**src/rtl/iir_freq_sweep_ctrl.sv**
```systemverilog
// Frequency-sweep sequencer: reads N phase words, feeds the evaluator pipeline and writes
// every result back by index. Optional notch tracking behind IIR_SWEEP_NOTCH_TRACK_EN.
module iir_freq_sweep_ctrl #(
  parameter int CONFIG_SIZE = 16,
  parameter int PHASE_BITS  = 16,
  parameter int MAG_BITS    = 16,
  parameter int ADDR_BITS   = 11,
  parameter int LATENCY     = 5
) (
  input  logic                   clk,
  input  logic                   rst_n,
  input  logic                   start,
  input  logic                   abort,
  input  logic [CONFIG_SIZE-1:0] config_nfft,
  output logic                   phase_rd_en,
  output logic [ADDR_BITS-1:0]   phase_addr,
  input  logic [PHASE_BITS-1:0]  phase_rd_data,
  output logic                   eval_valid,
  output logic [PHASE_BITS-1:0]  eval_phase,
  input  logic                   res_valid,
  input  logic [MAG_BITS-1:0]    res_magnitude,
  input  logic [PHASE_BITS-1:0]  res_phase,
  output logic                   wr_en,
  output logic [ADDR_BITS-1:0]   wr_addr,
  output logic [MAG_BITS-1:0]    wr_magnitude,
  output logic [PHASE_BITS-1:0]  wr_phase,
  output logic                   busy,
  output logic                   done,
  output logic                   error
`ifdef IIR_SWEEP_NOTCH_TRACK_EN
  ,
  output logic [MAG_BITS-1:0]    notch_magnitude,
  output logic [ADDR_BITS-1:0]   notch_index
`endif
);

  // Counts hold 0..2^ADDR_BITS, one bit wider than an address.
  localparam int CNT_W = ADDR_BITS + 1;
  localparam int WD_W  = $clog2(LATENCY + 3);
  localparam logic [CONFIG_SIZE-1:0] MAX_N = CONFIG_SIZE'(2 ** ADDR_BITS);

  typedef enum logic [1:0] {S_IDLE, S_ISSUE, S_DRAIN, S_FINISH} state_e;

  state_e                 state_q, state_d;
  logic [CNT_W-1:0]       n_q, n_d;
  logic [CNT_W-1:0]       rcv_q, rcv_d;
  logic [WD_W-1:0]        wd_q, wd_d;
  logic                   phase_rd_en_q, phase_rd_en_d;
  logic [ADDR_BITS-1:0]   phase_addr_q, phase_addr_d;
  logic                   eval_valid_q, eval_valid_d;
  logic                   wr_en_q, wr_en_d;
  logic [ADDR_BITS-1:0]   wr_addr_q, wr_addr_d;
  logic [MAG_BITS-1:0]    wr_mag_q, wr_mag_d;
  logic [PHASE_BITS-1:0]  wr_phase_q, wr_phase_d;
  logic                   busy_q, busy_d;
  logic                   done_q, done_d;
  logic                   error_q, error_d;
`ifdef IIR_SWEEP_NOTCH_TRACK_EN
  logic [MAG_BITS-1:0]    notch_mag_q, notch_mag_d;
  logic [ADDR_BITS-1:0]   notch_idx_q, notch_idx_d;
`endif

  logic in_sweep, take_res, extra_res;
  assign in_sweep  = (state_q == S_ISSUE) || (state_q == S_DRAIN);
  assign take_res  = res_valid && in_sweep && (rcv_q != n_q);
  assign extra_res = res_valid && in_sweep && (rcv_q == n_q);

  always_comb begin
    // NOTE: every _d starts from a default so no path through this block infers a latch.
    state_d       = state_q;
    n_d           = n_q;
    rcv_d         = rcv_q;
    wd_d          = '0;
    phase_rd_en_d = 1'b0;
    phase_addr_d  = phase_addr_q;
    eval_valid_d  = phase_rd_en_q;
    wr_en_d       = 1'b0;
    wr_addr_d     = wr_addr_q;
    wr_mag_d      = wr_mag_q;
    wr_phase_d    = wr_phase_q;
    busy_d        = busy_q;
    done_d        = 1'b0;
    error_d       = error_q;
`ifdef IIR_SWEEP_NOTCH_TRACK_EN
    notch_mag_d   = notch_mag_q;
    notch_idx_d   = notch_idx_q;
`endif

    if (abort) begin
      state_d      = S_IDLE;
      eval_valid_d = 1'b0;
      busy_d       = 1'b0;
    end else begin
      if (take_res) begin
        wr_en_d    = 1'b1;
        wr_addr_d  = rcv_q[ADDR_BITS-1:0];
        wr_mag_d   = res_magnitude;
        wr_phase_d = res_phase;
        rcv_d      = rcv_q + CNT_W'(1);
`ifdef IIR_SWEEP_NOTCH_TRACK_EN
        if (res_magnitude < notch_mag_q) begin
          notch_mag_d = res_magnitude;
          notch_idx_d = rcv_q[ADDR_BITS-1:0];
        end
`endif
      end
      if (extra_res) error_d = 1'b1;

      case (state_q)
        S_IDLE: begin
          if (start) begin
            n_d     = CNT_W'(config_nfft);
            rcv_d   = '0;
            error_d = 1'b0;
`ifdef IIR_SWEEP_NOTCH_TRACK_EN
            notch_mag_d = '1;
            notch_idx_d = '0;
`endif
            if (config_nfft == '0 || config_nfft > MAX_N) begin
              error_d = (config_nfft != '0);
              state_d = S_FINISH;
              done_d  = 1'b1;
            end else begin
              state_d       = S_ISSUE;
              busy_d        = 1'b1;
              phase_rd_en_d = 1'b1;
              phase_addr_d  = '0;
            end
          end
        end
        S_ISSUE: begin
          if ({1'b0, phase_addr_q} == n_q - CNT_W'(1)) begin
            state_d = S_DRAIN;
          end else begin
            phase_rd_en_d = 1'b1;
            phase_addr_d  = phase_addr_q + ADDR_BITS'(1);
          end
        end
        S_DRAIN: begin
          // The watchdog's Nth quiet cycle is the done cycle itself.
          wd_d = res_valid ? '0 : wd_q + WD_W'(1);
          if (rcv_q == n_q) begin
            state_d = S_FINISH;
            busy_d  = 1'b0;
            done_d  = 1'b1;
          end else if (!res_valid && wd_q == WD_W'(LATENCY)) begin
            state_d = S_FINISH;
            busy_d  = 1'b0;
            done_d  = 1'b1;
            error_d = 1'b1;
          end
        end
        default: state_d = S_IDLE;
      endcase
    end
  end

  // NOTE: state uses non-blocking assignments only; blocking here would race other flops.
  always_ff @(posedge clk or negedge rst_n) begin
    if (!rst_n) begin
      state_q       <= S_IDLE;
      n_q           <= '0;
      rcv_q         <= '0;
      wd_q          <= '0;
      phase_rd_en_q <= 1'b0;
      phase_addr_q  <= '0;
      eval_valid_q  <= 1'b0;
      wr_en_q       <= 1'b0;
      wr_addr_q     <= '0;
      wr_mag_q      <= '0;
      wr_phase_q    <= '0;
      busy_q        <= 1'b0;
      done_q        <= 1'b0;
      error_q       <= 1'b0;
`ifdef IIR_SWEEP_NOTCH_TRACK_EN
      notch_mag_q   <= '0;
      notch_idx_q   <= '0;
`endif
    end else begin
      state_q       <= state_d;
      n_q           <= n_d;
      rcv_q         <= rcv_d;
      wd_q          <= wd_d;
      phase_rd_en_q <= phase_rd_en_d;
      phase_addr_q  <= phase_addr_d;
      eval_valid_q  <= eval_valid_d;
      wr_en_q       <= wr_en_d;
      wr_addr_q     <= wr_addr_d;
      wr_mag_q      <= wr_mag_d;
      wr_phase_q    <= wr_phase_d;
      busy_q        <= busy_d;
      done_q        <= done_d;
      error_q       <= error_d;
`ifdef IIR_SWEEP_NOTCH_TRACK_EN
      notch_mag_q   <= notch_mag_d;
      notch_idx_q   <= notch_idx_d;
`endif
    end
  end

  assign phase_rd_en  = phase_rd_en_q;
  assign phase_addr   = phase_addr_q;
  assign eval_valid   = eval_valid_q;
  assign eval_phase   = phase_rd_data;
  assign wr_en        = wr_en_q;
  assign wr_addr      = wr_addr_q;
  assign wr_magnitude = wr_mag_q;
  assign wr_phase     = wr_phase_q;
  assign busy         = busy_q;
  assign done         = done_q;
  assign error        = error_q;
`ifdef IIR_SWEEP_NOTCH_TRACK_EN
  assign notch_magnitude = notch_mag_q;
  assign notch_index     = notch_idx_q;
`endif

endmodule
```
**config.mk**
```make
export PLATFORM = sky130hd
export DESIGN_NAME = iir_freq_sweep_ctrl
export DESIGN_NICKNAME = d
export VERILOG_FILES = /design/src/rtl/iir_freq_sweep_ctrl.sv
export SDC_FILE = /design/constraint.sdc
export NUM_CORES = 1
export LEC_CHECK = 0
export CORE_ASPECT_RATIO = 1.1
export CORE_MARGIN = 4
export CORE_UTILIZATION = 50
export CTS_CLUSTER_SIZE = 16
export DETAILED_ROUTE_END_ITERATION = 10
export HOLD_SLACK_MARGIN = 0.02
export PLACE_DENSITY_LB_ADDON = 0.1
export RECOVER_POWER = 50
export SLEW_MARGIN = 20
export SYNTH_ARGS = -nofsm -noshare
export SYNTH_HDL_FRONTEND = slang
export SYNTH_SLANG_ARGS = --single-unit
```
**constraint.sdc**
```tcl
create_clock -name clk -period 5.11 [get_ports clk]
set_clock_uncertainty 0.15 [all_clocks]
set_input_delay 0.511 -clock clk [delete_from_list [all_inputs] [get_ports clk]]
set_output_delay 0.511 -clock clk [all_outputs]
set_load 0.1 [all_outputs]
```
==> PnR_summary.wiki, run 1 <==
{| class="wikitable"
! Metric !! Value
|-
| Synth Flop Type || sky130_fd_sc_hd__dfrtp_1
|-
| Antenna violations before repair || 0
|-
| Via total after detailed routing || between 3000 and 4000
|-
| Area of the core region || 0.008919 sq mm
|-
| IO Pins || approximately 150
|-
| Share of async-settable or async-resettable flops after synthesis || 1.000
|-
| Number of instances in the synthesized netlist || 427
|-
| Number of placement rows || 36
|-
| Cell Pwr Density || around 730 mW/mm^2
|-
| Instance area at placement || around 0.0057 sq mm
|-
| Unrepaired setup endpoints after global routing || no
|-
| Slowest cell on the critical path || sky130_fd_sc_hd__clkbuf_2
|-
| Count of buffer and inverter cells on the critical path || 3
|-
| Clock Pin Slew Worst Setup and Hold Paths || 90 ps
|-
| Data required, critical path || roughly 5000 ps
|-
| Post-route DRC violation count || 0
|-
| Number of pins exceeding their max-slew limit in the final report || 69
|-
| Number of setup violations in the final report || 0
|-
| Mapped Avg Cell Area || between 10 and 15 sq um
|-
| Final design area excluding fillers || approximately 0.006 sq mm
|-
| Number of synthesized register bits || 89
|-
| Synth area leaders || sky130_fd_sc_hd__dfrtp_1, sky130_fd_sc_hd__mux2_2, sky130_fd_sc_hd__xor2_1
|-
| Sum of negative setup slack || 0 ps
|-
| Max VDD drop || about 0.49 mV
|-
| Cts repair resizes || 0
|-
| Number of diodes || 0
|-
| Chip Width || 99.64 microns
|-
| Worst hold-check path type || register to register
|-
| Total standard cell area after synthesis || 0.004618 sq mm
|-
| GPL Wtd Cong || between 0.8 and 0.9
|-
| Starting utilization of the core area || 0.5178
|-
| Number of search-and-repair iterations in the first detailed-routing pass || 4
|-
| Global route total overflow || 0
|-
| Slowest cell delay on critical path || ~1300 ps
|-
| Reported max-cap violation count || 1
|-
| Fraction of layout instances using a drive strength above 1 || 0.1469
|-
| Post-synth cell types || 57
|-
| Sequential cell area fraction in the yosys report || 0.4823
|-
| Hold violation total from the final report || 0
|-
| Pin count of the biggest net entering global routing || roughly 70
|-
| Violations in the final reports || capacitance limit, slew limit
|-
| Crit. End Element || async pin
|-
| Worst-skew pair later-pin latency || between 300 and 400 ps
|-
| Type of origin of the critical path || input pin
|-
| Highest fanout seen on the critical path || between 60 and 70
|-
| Post-synth top area share || 0.4823
|-
| Fmax || approximately 300 MHz
|-
| CTS max path bufs || 2
|-
| Wire length of the first global-routing pass || 17650 microns
|-
| Run status || complete, but fails checks
|-
| Post-CTS Setup Bufs || 0
|-
| Vias per Instance || between 5 and 6
|-
| Number of warning messages in the yosys log || 0
|-
| Number of clock sinks || 89
|-
| Actual slew at the worst max-slew pin || ~1600 ps
|-
| Critical path, cell by cell || dlygate4sd3_1 -> clkbuf_1 -> clkbuf_2
|-
| Growth of design area from synthesis to finish || 28.88%
|-
| Net count of the mapped netlist || 505
|-
| Tot GR Track Use || 0.2058
|-
| Slew margin rel. || -0.09067
|-
| Number of buffers added on ports || about 110
|-
| Die Y-Extent || roughly 110 microns
|-
| Die area || about 0.011 sq mm
|-
| Routed wirelength normalized by instance count || approximately 17 microns
|-
| Number of global-route vias before repair || approximately 3700
|-
| Total Nets Final || around 600
|-
| Number of fill cells in the layout || ~700
|-
| Leakage || roughly 2.6 nW
|-
| WS Path Type || input pin to async pin
|-
| Fraction of the cycle the final worst path needs || 0.6404
|-
| CTS buffer count || 9
|-
| Total wirelength of the detailed-routed design || ~11000 microns
|-
| Post-route ant nets || 0
|-
| Largest delay contributor family on the critical path || buffers and inverters
|-
| Arrival time at the worst endpoint || 3290 ps
|-
| Top cell type by total area after synthesis || sky130_fd_sc_hd__dfrtp_1
|-
| Depth of the CTS H-tree || 3
|-
| Period minus WS final || about 3300 ps
|-
| Violation count after the first detailed-route iteration || 148
|-
| Number of enable-type register cells in the synthesized netlist || 0
|-
| Master cell of the clock root buffer || sky130_fd_sc_hd__clkbuf_8
|-
| Clock tree from TritonCTS || yes
|-
| Final HPWL DP || 7755 microns
|}
## cells by family after synthesis
group,count (synthesis),synth area share
AND/OR/NAND/NOR,144,0.1677
flip-flops,89,0.4823
AO/OA/AOI/OAI,56,0.08535
buffers and inverters,48,0.05744
multiplexers,48,0.1203
XOR/XNOR,33,0.06259
adder cells (fa/ha/maj),9,0.02438
## per-layer routing
metal / part of all wire / global-route usage
met5: 0 / 0
met4: 0.018 / 0.08195
met3: 0.070 / 0.06206
met2: 0.52 / 0.3589
met1: 0.39 / 0.2370
## sequential cells by signal, summed over array words and instances (netlist names), 2 cells and up
| name | count |
|---|---|
| n_q | 12 |
| phase_addr | 11 |
| rcv_q | 12 |
| state_q | 2 |
| wd_q | 3 |
| wr_addr | 11 |
| wr_magnitude | 16 |
| wr_phase | 16 |
## layout by cell type (no fill, tap or decap), types with 3 or more instances in the layout
cell / n
sky130_fd_sc_hd__a21oi_1: 17
sky130_fd_sc_hd__a31oi_1: 3
sky130_fd_sc_hd__and3_1: 12
sky130_fd_sc_hd__bufinv_16: 3
sky130_fd_sc_hd__clkbuf_8: 10
sky130_fd_sc_hd__clkdlybuf4s50_1: 109
sky130_fd_sc_hd__dfrtp_1: 89
sky130_fd_sc_hd__dlygate4sd3_1: 3
sky130_fd_sc_hd__ha_1: 9
sky130_fd_sc_hd__inv_1: 13
sky130_fd_sc_hd__mux2_2: 46
sky130_fd_sc_hd__nand2_1: 43
sky130_fd_sc_hd__nand2b_1: 6
sky130_fd_sc_hd__nand3_1: 11
sky130_fd_sc_hd__nand4_1: 5
sky130_fd_sc_hd__nor2_1: 24
sky130_fd_sc_hd__nor2b_1: 6
sky130_fd_sc_hd__nor3_1: 6
sky130_fd_sc_hd__nor4_1: 6
sky130_fd_sc_hd__o21ai_0: 9
sky130_fd_sc_hd__o31ai_1: 5
sky130_fd_sc_hd__or3_1: 3
sky130_fd_sc_hd__or4_1: 7
sky130_fd_sc_hd__xnor2_1: 8
sky130_fd_sc_hd__xor2_1: 25
## layout make-up
| cell class | instances | area, sq um | area share |
|---|---|---|---|
| Multi-Input combinational cell | 290 | 2143 | 0.3601 |
| Sequential cell | 89 | 2227 | 0.3742 |
| Clock inverter | 5 | 103.9 | 0.01745 |
| Tap cell | 114 | 142.6 | 0.02396 |
| Inverter | 13 | 48.80 | 0.008198 |
| Timing Repair Buffer | 117 | 1149 | 0.1930 |
| Clock buffer | 10 | 137.6 | 0.02312 |
## through the flow
step                      worst slack [ps]    util  instances  hold WS (ps)  power (mW)
after floorplan                       1984       -        427         65.41       3.198
after CTS                             1891  0.6685        638         329.5       4.347
after detailed placement              1514  0.6403        622         271.4       3.752
after global routing                  1205  0.6674        638         348.5       4.534
final                                 1838  0.6674        638         323.0       4.320
after global placement                1600  0.6403        622         266.4       3.714
## worst paths after layout
| path | start | to | slack (ps) | cells past startpoint |
|---|---|---|---|---|
| setup / recovery | rst_n | wr_addr[8] | 1840 | 3 |
| min in group asynchronous | rst_n | phase_addr[1] | 770 | 2 |
| hold / removal | wd_q[0] | wd_q[0] | 320 | 1 |
| setup reg to reg | n_q[3] | state_q[1] | 2060 | 7 |
| hold reg to reg | wd_q[0] | wd_q[0] | 320 | 1 |
| max in group clk | config_nfft[2] | phase_addr[9] | 1860 | 8 |
## what timing repair did
action                                  in CTS  in global routing
hold buffers                                 1                  0
endpoints found under the setup margin       0                  0
hold endpoints to repair                    21                  0
## worst register-to-register path: cells and delay by family (launching register included)
| kind | cells | cell delay, ps |
|---|---|---|
| flops | 1 | 540 |
| simple gates | 3 | 1420 |
| compound gates | 2 | 320 |
| mux | 2 | 530 |
## power by group
part           internal, mW  switching, mW  leakage, nW  total [mW]
logic                 0.732           1.80         1.35        2.53
registers             0.939          0.262         1.13        1.20
clock network         0.336          0.251        0.122       0.587
total                  2.01           2.31         2.60        4.32
## synthesized netlist by cell type, types with 2 or more instances
| library cell | n |
|---|---|
| sky130_fd_sc_hd__buf_2 | 8 |
| sky130_fd_sc_hd__a221oi_2 | 2 |
| sky130_fd_sc_hd__clkbuf_1 | 9 |
| sky130_fd_sc_hd__inv_1 | 13 |
| sky130_fd_sc_hd__or4_4 | 2 |
| sky130_fd_sc_hd__nand4b_1 | 2 |
| sky130_fd_sc_hd__nand4_1 | 5 |
| sky130_fd_sc_hd__o21ai_0 | 9 |
| sky130_fd_sc_hd__mux2_2 | 46 |
| sky130_fd_sc_hd__xor2_1 | 25 |
| sky130_fd_sc_hd__nor2_1 | 24 |
| sky130_fd_sc_hd__nand2b_1 | 6 |
| sky130_fd_sc_hd__nor2b_1 | 6 |
| sky130_fd_sc_hd__a311oi_1 | 2 |
| sky130_fd_sc_hd__nor3_1 | 6 |
| sky130_fd_sc_hd__a21o_1 | 2 |
| sky130_fd_sc_hd__o21a_1 | 2 |
| sky130_fd_sc_hd__nand2_1 | 43 |
| sky130_fd_sc_hd__buf_6 | 2 |
| sky130_fd_sc_hd__nand3b_1 | 2 |
| sky130_fd_sc_hd__or3_1 | 3 |
| sky130_fd_sc_hd__dfrtp_1 | 89 |
| sky130_fd_sc_hd__ha_1 | 9 |
| sky130_fd_sc_hd__buf_4 | 16 |
| sky130_fd_sc_hd__or4_1 | 7 |
| sky130_fd_sc_hd__a21oi_1 | 17 |
| sky130_fd_sc_hd__nand3_1 | 11 |
| sky130_fd_sc_hd__nor4_1 | 6 |
| sky130_fd_sc_hd__a31oi_1 | 3 |
| sky130_fd_sc_hd__xnor2_1 | 8 |
| sky130_fd_sc_hd__and3_1 | 12 |
| sky130_fd_sc_hd__o31ai_1 | 5 |
Power figures use the tool's default switching activity.
==> run 2, diff against run 1 <==
- CORE_UTILIZATION: 50 -> 42
- clock period: 5.11 -> 2.9 ns (I/O delays scaled with it)
==> run 2 against run 1 <==
First-iteration DRC count down 20%. Cell count up 9.9%. The run now ends clean. Cell area up 3.8%. Combinational power up 89%. Count of clock-buffer cells in the layout up 1. Core utilization down 8.4 points. Register-to-register slack worse by 2000 ps. Sequential cell count unchanged.
==> PnR_summary.wiki, run 2 (synthesized netlist as in run 1, its figures left out) <==
{| class="wikitable"
! Metric !! Value
|-
| Cell Pwr Density || ~1300 mW/mm^2
|-
| Data required, critical path || around 3000 ps
|-
| Fraction of layout instances using a drive strength above 1 || 0.3082
|-
| Crit. End Element || register
|-
| Number of clock sinks || between 80 and 90
|-
| Starting utilization of the core area || 0.4361
|-
| Number of setup violations in the final report || 0
|-
| Number of fill cells in the layout || just over 900
|-
| Number of pins exceeding their max-slew limit in the final report || 0
|-
| Total power draw || a little under 8 mW
|-
| Worst-skew pair later-pin latency || around 330 ps
|-
| Slowest cell delay on critical path || between 500 and 600 ps
|-
| Tot GR Track Use || 0.1821
|-
| Fmax || between 300 and 400 MHz
|-
| Run status || complete, no violations
|-
| Wire length of the first global-routing pass || ~19000 microns
|-
| Growth of design area from synthesis to finish || 33.78%
|-
| Startpoint of the tightest hold check path || wd_q[0]
|-
| Clock tree from TritonCTS || yes
|-
| GPL Wtd Cong || between 0.9 and 1
|-
| Finished Core Util || 0.5835
|-
| Final HPWL DP || around 8500 microns
|-
| Max VDD drop || between 0.8 and 0.9 mV
|-
| Clock Pin Slew Worst Setup and Hold Paths || 60 ps
|-
| Unrepaired setup endpoints after global routing || yes
|-
| Post-route ant nets || 0
|-
| Total wirelength of the detailed-routed design || approximately 11000 microns
|-
| Chip Width || approximately 110 microns
|-
| Actual slew at the worst max-slew pin || 1200 ps
|-
| Vias per Instance || approximately 5.2
|-
| Violation count after the first detailed-route iteration || ~120
|-
| Number of cells on the critical path || 8
|-
| Area of the core region || between 0.01 and 0.015 sq mm
|-
| Critical path, cell by cell || buf_4 -> or3_4 -> o32a_1 -> a211o_1 -> a221oi_4 -> a31oi_2 -> or4_4 -> a21oi_2
|-
| Routed wirelength normalized by instance count || 16.35 microns
|-
| CTS max path bufs || 2
|-
| Total Nets Final || between 600 and 700
|-
| Period minus WS final || between 2000 and 3000 ps
|-
| Hold violation total from the final report || 0
|-
| IO Pins || about 150
|-
| Depth of the CTS H-tree || 3
|-
| Type of origin of the critical path || register
|-
| Sum of negative setup slack || 0 ps
|-
| Number of search-and-repair iterations in the first detailed-routing pass || 4
|-
| Number of buffers added on ports || 112
|-
| WS Path Type || register to register
|-
| Count of buffer and inverter cells on the critical path || 1
|-
| Worst hold-check path type || register to register
|-
| Reported max-cap violation count || 0
|-
| Origin of the worst setup path || n_q[0]
|-
| Post-route DRC violation count || 0
|-
| Launch instance of the worst register-to-register path || n_q[0]
|-
| Pin count of the biggest net entering global routing || 54
|-
| Worst-case hold path end point || wd_q[0]
|-
| Die Y-Extent || between 100 and 150 microns
|-
| CTS buffer count || 9
|-
| Reg2reg path depth || 8
|-
| Slowest cell on the critical path || sky130_fd_sc_hd__or4_4
|-
| Commonest cells after routing, fill and taps aside || sky130_fd_sc_hd__dfrtp_1, sky130_fd_sc_hd__buf_4, sky130_fd_sc_hd__clkdlybuf4s50_1
|-
| Antenna violations before repair || 0
|-
| Via total after detailed routing || 3658
|-
| Slew margin rel. || 0.2035
|-
| Arrival time at the worst endpoint || a little under 3000 ps
|-
| Master cell of the clock root buffer || sky130_fd_sc_hd__clkbuf_16
|-
| Fraction of the cycle the final worst path needs || 0.9856
|-
| Number of placement rows || 39
|-
| Commonest non-fill, non-tap cell in the layout || sky130_fd_sc_hd__dfrtp_1
|-
| Largest delay contributor family on the critical path || compound AO/OA/AOI/OAI gates
|-
| FF-to-FF End || state_q[1]
|-
| Leakage || 2.826 nW
|-
| Number of cells traversed by the worst hold path || 1
|-
| Number of global-route vias before repair || 3763
|-
| Highest fanout seen on the critical path || 3
|-
| Global route total overflow || 0
|-
| Die area || 0.01274 sq mm
|-
| Number of diodes || 0
|-
| Setup slack, reg-to-reg || 40 ps
|}
==> run 2: changes by cell type in the layout (fill, tap and decap cells not counted), moves of 3 or more <==
cell                              delta
sky130_fd_sc_hd__clkbuf_1           +16
sky130_fd_sc_hd__buf_4              +80
sky130_fd_sc_hd__dfrtp_1             -3
sky130_fd_sc_hd__clkbuf_8           -10
sky130_fd_sc_hd__dfrtp_2             +3
sky130_fd_sc_hd__clkdlybuf4s50_1    -59
sky130_fd_sc_hd__clkbuf_16           +9
==> run 2: how the worst max path moves through the flow <==
stage	to
after detailed placement	phase_addr[8]
after global routing	state_q[1]
after floorplan	state_q[1]
final	state_q[1]
after CTS	phase_addr[8]
after global placement	phase_addr[9]
==> run 2: stage by stage <==
stage	hold slack, ps	cell area (sq um)	instances	setup slack, ps
finish	319.2	6178	701	41.80
global route	340.9	6178	701	-14.67
CTS	320.9	6166	700	2.758
detailed placement	144.3	5868	685	-240.1
global placement	140.3	5868	685	-188.4
floorplan	-155.6	4622	427	69.24
==> run 2: timing repair <==
item / CTS / global route
hold buffers: 1 / 0
hold endpoints to repair: 36 / 0
gates cloned: 0 / 0
pin swaps: 0 / 5
buffers inserted: 0 / 1
resized for setup: 1 / 18
setup endpoints to repair: 1 / 9
==> run 2: where the power goes <==
part	total (mW)	switching, mW	internal (mW)
Sequential	2.06	0.393	1.66
Combinational	4.77	3.39	1.38
Clock	1.10	0.446	0.658
==> run 2: area by class of cell <==
cell class                 count  area [sq um]  area share
clock buffer                  11         232.7     0.03767
tap                          143         178.9     0.02896
multi-input combinational    290          2235      0.3617
clock inverter                 3         43.79    0.007088
sequential                    89          2231      0.3611
timing repair buffer         152          1209      0.1956
inverter                      13         48.80    0.007898
==> run 2: metal layers <==
| metal | vias up | share of wire | track usage |
|---|---|---|---|
| met4 | 0 | 0.018 | 0.06077 |
| met3 | 19 | 0.071 | 0.05760 |
| met5 | - | 0 | 0 |
| met2 | 119 | 0.48 | 0.2885 |
| met1 | 1776 | 0.43 | 0.2351 |
| li1 | 1744 | - | - |
